[src/rtl/loop3_psum_drain.sv]
// loop3_psum_drain: captures one 64-lane signed partial-sum block, quantizes
// each lane (ReLU, rounded right shift, unsigned saturation) and drains the
// result downstream as 16-lane beats while freezing the accumulation stage.
//
//   state | meaning
//   ------+--------------------------------------------------------------
//   IDLE  | no block held; a valid block is captured and quantized
//   DRAIN | hold register being streamed, beat_q selects the current beat;
//         | halt asserted so upstream keeps its next block waiting
module loop3_psum_drain #(
    parameter int LANES      = 64,
    parameter int IN_W       = 16,
    parameter int OUT_W      = 8,
    parameter int BEAT_LANES = 16,
    parameter int SHIFT      = 4
) (
    input  logic                        clk,
    input  logic                        rst,
    input  logic                        in_v,
    input  logic [LANES*IN_W-1:0]       in_data,
    output logic                        halt,
    output logic                        out_v,
    input  logic                        out_ready,
    output logic [BEAT_LANES*OUT_W-1:0] out_data,
    output logic                        out_last,
    output logic [15:0]                 sat_cnt
);

    localparam int BEATS  = LANES / BEAT_LANES;
    localparam int BEAT_W = BEAT_LANES * OUT_W;
    localparam int HOLD_W = LANES * OUT_W;
    localparam int BIDX_W = $clog2(BEATS);
    localparam int NSAT_W = $clog2(LANES + 1);

    // Rounding constant and clip level, sized to the 17b non-overflowing sum.
    localparam logic [IN_W:0] ROUND = (IN_W + 1)'(1) << (SHIFT - 1);
    localparam logic [IN_W:0] QMAX  = (IN_W + 1)'((1 << OUT_W) - 1);

    localparam logic [BIDX_W-1:0] LAST_BEAT = BIDX_W'(BEATS - 1);

    typedef enum logic {
        IDLE,
        DRAIN
    } state_t;

    state_t              state_q, state_d;
    logic [BIDX_W-1:0]   beat_q, beat_d;
    logic [HOLD_W-1:0]   hold_q, hold_d;
    logic [15:0]         sat_cnt_q, sat_cnt_d;

    logic [HOLD_W-1:0]   quant;
    logic [NSAT_W-1:0]   nsat;
    logic [16:0]         sat_sum;

    // Per-lane requantization of the incoming block and count of clipped lanes.
    always_comb begin
        logic [IN_W-1:0] x;
        logic [IN_W:0]   y;
        quant = '0;
        nsat  = '0;
        x     = '0;
        y     = '0;
        for (int i = 0; i < LANES; i++) begin
            x = in_data[i*IN_W +: IN_W];
            y = ({1'b0, x} + ROUND) >> SHIFT;
            if (x[IN_W-1]) begin
                quant[i*OUT_W +: OUT_W] = '0;
            end else if (y > QMAX) begin
                quant[i*OUT_W +: OUT_W] = '1;
                nsat = nsat + NSAT_W'(1);
            end else begin
                quant[i*OUT_W +: OUT_W] = y[OUT_W-1:0];
            end
        end
    end

    // Saturated-lane counter update, clamped at all-ones.
    always_comb begin
        sat_sum = {1'b0, sat_cnt_q} + 17'(nsat);
    end

    // Next-state and output decode; halt depends on state only.
    always_comb begin
        state_d   = state_q;
        beat_d    = beat_q;
        hold_d    = hold_q;
        sat_cnt_d = sat_cnt_q;
        halt      = 1'b0;
        out_v     = 1'b0;
        out_last  = 1'b0;
        out_data  = hold_q[beat_q*BEAT_W +: BEAT_W];
        case (state_q)
            IDLE: begin
                if (in_v) begin
                    state_d   = DRAIN;
                    beat_d    = '0;
                    hold_d    = quant;
                    sat_cnt_d = sat_sum[16] ? 16'hFFFF : sat_sum[15:0];
                end
            end
            DRAIN: begin
                halt     = 1'b1;
                out_v    = 1'b1;
                out_last = (beat_q == LAST_BEAT);
                if (out_ready) begin
                    if (beat_q == LAST_BEAT) begin
                        state_d = IDLE;
                        beat_d  = '0;
                    end else begin
                        beat_d = beat_q + BIDX_W'(1);
                    end
                end
            end
            default: begin
                state_d = IDLE;
                beat_d  = '0;
            end
        endcase
    end

    // Control state, beat index and saturation counter with synchronous reset.
    always_ff @(posedge clk) begin
        if (rst) begin
            state_q   <= IDLE;
            beat_q    <= '0;
            sat_cnt_q <= '0;
        end else begin
            state_q   <= state_d;
            beat_q    <= beat_d;
            sat_cnt_q <= sat_cnt_d;
        end
    end

    // Quantized block storage; contents are irrelevant outside DRAIN.
    always_ff @(posedge clk) begin
        hold_q <= hold_d;
    end

    assign sat_cnt = sat_cnt_q;

endmodule

[config.mk]
export PLATFORM = sky130hd
export DESIGN_NAME = loop3_psum_drain
export DESIGN_NICKNAME = d
export VERILOG_FILES = /design/src/rtl/loop3_psum_drain.sv
export SDC_FILE = /design/constraint.sdc
export NUM_CORES = 1
export LEC_CHECK = 0
export CORE_AREA = 10 10 448 450
export DETAILED_ROUTE_END_ITERATION = 12
export DIE_AREA = 0 0 458 460
export GPL_TIMING_DRIVEN = 0
export PLACE_DENSITY = 0.42
export SYNTH_ARGS = -nofsm -noshare
export SYNTH_HDL_FRONTEND = slang
export SYNTH_SLANG_ARGS = --single-unit
[constraint.sdc]
create_clock -name clk -period 55.2 [get_ports clk]
set_clock_uncertainty 0.15 [all_clocks]
set_input_delay 5.52 -clock clk [delete_from_list [all_inputs] [get_ports clk]]
set_output_delay 5.52 -clock clk [all_outputs]
set_load 0.02 [all_outputs]
==> impl_metrics.yaml <==
status:
  status: "complete, no violations"
floorplanning:
  coreArea_mm2: 0.192
  die_y_um: 460
  rows: 161
  ioPinCount: 1175
  start_util_pct: 23.5
  die_x_um: 458
  dieArea_mm2: 0.211
cts:
  cts_tree: "built"
  clkSlewWorstSetupHoldPaths_ns: 0.06
  clock_path_buffers: 3
  htree_levels: 3
  cts_inserted_buffers: 72
  worstSkewPairLatency_ns: 0.68
  post_cts_resized: 0
  clock_sink_count: 531
  cts_root_buf: "clkbuf_16"
  postCtsSetupBuffers: 0
  cts_hold_buffers: 0
logic_synthesis:
  yosysTopAreaCellShare_pct: 34.1
  yosysWarnings: 0
  synthMostInstantiatedCell: "edfxtp_1"
  synth_area_mm2: 0.0451
  netlist-cell-type-count: 117
  synthTopCellsByCount: "512 x edfxtp_1, 450 x xnor2_1, 442 x o21ai_0"
  synth_largest_area_cell: "edfxtp_1"
  synth_ff_type: "edfxtp_1"
  post_synth_inst_count: 4776
  synthesis.nets: 5938
  synth_edf_count: 512
  synth-async-reset-ratio_pct: 0
  synth_area_leaders: "edfxtp_1 34%, xnor2_1 8.7%, mux4_2 6.4%, xor2_1 5.6%, o21ai_0 4.9%"
  synth_seq_cells: 531
  avgSynthCellArea_um2: 9.44
  ys_seq_area_share_pct: 35.0
finish:
  fin_nets: 6983
  syn_to_final_growth_pct: 35.0
  regArea_mm2: 0.0158
  fillers: 19900
  fin_area_mm2: 0.0608
  drive_gt1_share_pct: 7.66
  fin_util_pct: 31.8
  multi_input_area_mm2: 0.0281
hold_path:
  hold-path-cell-count: 2
  hp-class: "flip-flop to flip-flop"
  hold_end: "sat_cnt[3]"
  holdCritStartpoint: "sat_cnt[3]"
sta:
  fin_crit_sh_pct: 92.9
  hold_viol_final: 0
  rsz0062_at_grt: "no"
  tns_ns: 0
  drv_slew: 0
  setup_viol: 0
  fin_crit_ns: 51.31
  worst_slew_pin_slew_ns: 1.43
  timing.fmax_ghz: 0.0195
  slew_headroom_pct: 4.38
global_routing:
  grtUsageTotal_pct: 22.0
  grt_max_degree: 64
  antenna_found_initial: 64
  grt_pass1_vias: 42000
  grt_pass1_wl_um: 331000
  globalRouteOverflowTotal: 0
placed_design:
  portBuffers: 933
  hpwlAfterDp_um: 208000
  place_area_mm2: 0.0584
  globalplace.congestion: 0.886
critical_path:
  crit_buf_inv: 15
  cp-start-kind: "input port"
  required_ns: 55.60
  rr_startpoint: "state_q"
  reg2regPathDepth: 7
  crit_path_frequent_cell: "ha_1"
  critPathMaxFanout: 9
  r2r_slack_ns: 51.61
  critPathTopFamily: "compound AO/OA/AOI/OAI gates"
  crit_path_end_kind: "flip-flop"
  cpPeakStageDelay_ns: 0.72
  worstReg2RegEnd: "hold_q[264]"
  worstSetupPathType: "input port to flip-flop"
  crit_arrival_ns: 51.71
  cp_slowest_cell: "a2111oi_1"
detailed_routing:
  drc_errors: 0
  routed-wl-met2_um: 114000
  top_layer: "met5"
  wl_met3_um: 19200
  wl_met1_um: 105000
  vias: 42300
  ant_nets: 0
  first_iter_violations: 3178
  wire_per_inst_um: 28.8
  wirelength_um: 243000
  drt_first_pass_iters: 5
  vias_per_cell: 5.02
run:
  maxCapViolCount: 0
## state kept, by name, indices dropped and copies added (netlist names)
| signal | flops |
|---|---|
| state_q | 1 |
| hold_q | 512 |
| beat_q | 2 |
| sat_cnt | 16 |
## layout by cell type (no fill, tap or decap), types with 26 or more instances in the layout
cell type        synthesis  layout
nand4_1                 78      78
nor3_1                 101      98
clkdlybuf4s50_1          0     933
xor2_1                 290     290
o21ai_0                442     441
and2_1                  32      32
mux2i_1                 69      69
nor2_1                 382     382
ha_1                   133     133
nand3_1                351     351
a211oi_1                27      26
buf_1                   52      35
diode_2                  0      29
xnor2_1                450     450
edfxtp_1               512     512
mux4_2                 128     128
a21o_1                  62      62
and3_1                 115     115
or3_1                   28      28
clkbuf_16                0      73
clkbuf_1                97      99
buf_2                   12      29
a31oi_1                 34      34
nand2_1                385     385
a21oi_1                333     331
inv_1                  152     152
## tightest hold or removal path, delay by kind of cell, from the launching register on
family / cells / cell delay [ns]
simple gates: 1 / 0.10
flops: 1 / 0.32
compound gates: 1 / 0.05
## how the worst max path moves through the flow
stage | start | to | slack [ns] | cells past startpoint
5_1_grt | in_data[5] | sat_cnt[13] | 0.13 | 207
3_5_place_dp | in_data[5] | sat_cnt[13] | 2.79 | 207
4_1_cts | in_data[5] | sat_cnt[12] | 3.40 | 208
2_1_floorplan | in_data[19] | sat_cnt[2] | 12.14 | 210
6_report | in_data[4] | sat_cnt[12] | 3.89 | 209
3_3_place_gp | in_data[21] | sat_cnt[4] | 1.22 | 208
## layout make-up
| cell class | instances | share of cell area, % |
|---|---|---|
| multi-input combinational | 3917 | 46.2 |
| sequential | 531 | 25.9 |
| timing repair buffer | 971 | 16.5 |
| tap | 2526 | 5.20 |
| clock buffer | 85 | 3.08 |
| buffer | 169 | 1.17 |
| inverter | 159 | 0.981 |
| clock inverter | 46 | 0.804 |
| antenna | 29 | 0.119 |
## cell families (layout without fill, tap and decap cells)
kind of cell / after synthesis / in the layout / share of synthesized area, %
DFF: 531 / 531 / 35.0
buffers and inverters: 328 / 1430 / 2.82
other: 0 / 29 / 0
AOI/OAI and AO/OA: 1155 / 1155 / 15.6
muxes: 210 / 210 / 8.26
adders and majority gates: 136 / 136 / 3.78
xor gates and xnor gates: 806 / 806 / 17.4
and+or+nand+nor: 1610 / 1610 / 17.1
## stage by stage
| stage | cells | hold WS [ns] | setup WS [ns] |
|---|---|---|---|
| 2_1_floorplan | 4776 | 0.426 | 12.14 |
| 3_3_place_gp | 8235 | 0.361 | 1.22 |
| 3_5_place_dp | 8271 | 0.367 | 2.79 |
| 4_1_cts | 8402 | 0.377 | 3.40 |
| 5_1_grt | 8422 | 0.398 | 0.132 |
| 6_report | 8433 | 0.374 | 3.89 |
## per-layer routing
layer / track usage, % / up-vias
met5: 0 / -
met4: 4.27 / 44
met3: 6.22 / 222
met2: 36.5 / 1284
met1: 28.4 / 20900
li1: - / 19900
Power is left out: the tool's default activity adds up to more than one toggle a clock period on the data nets, which glitch-free logic cannot reach.
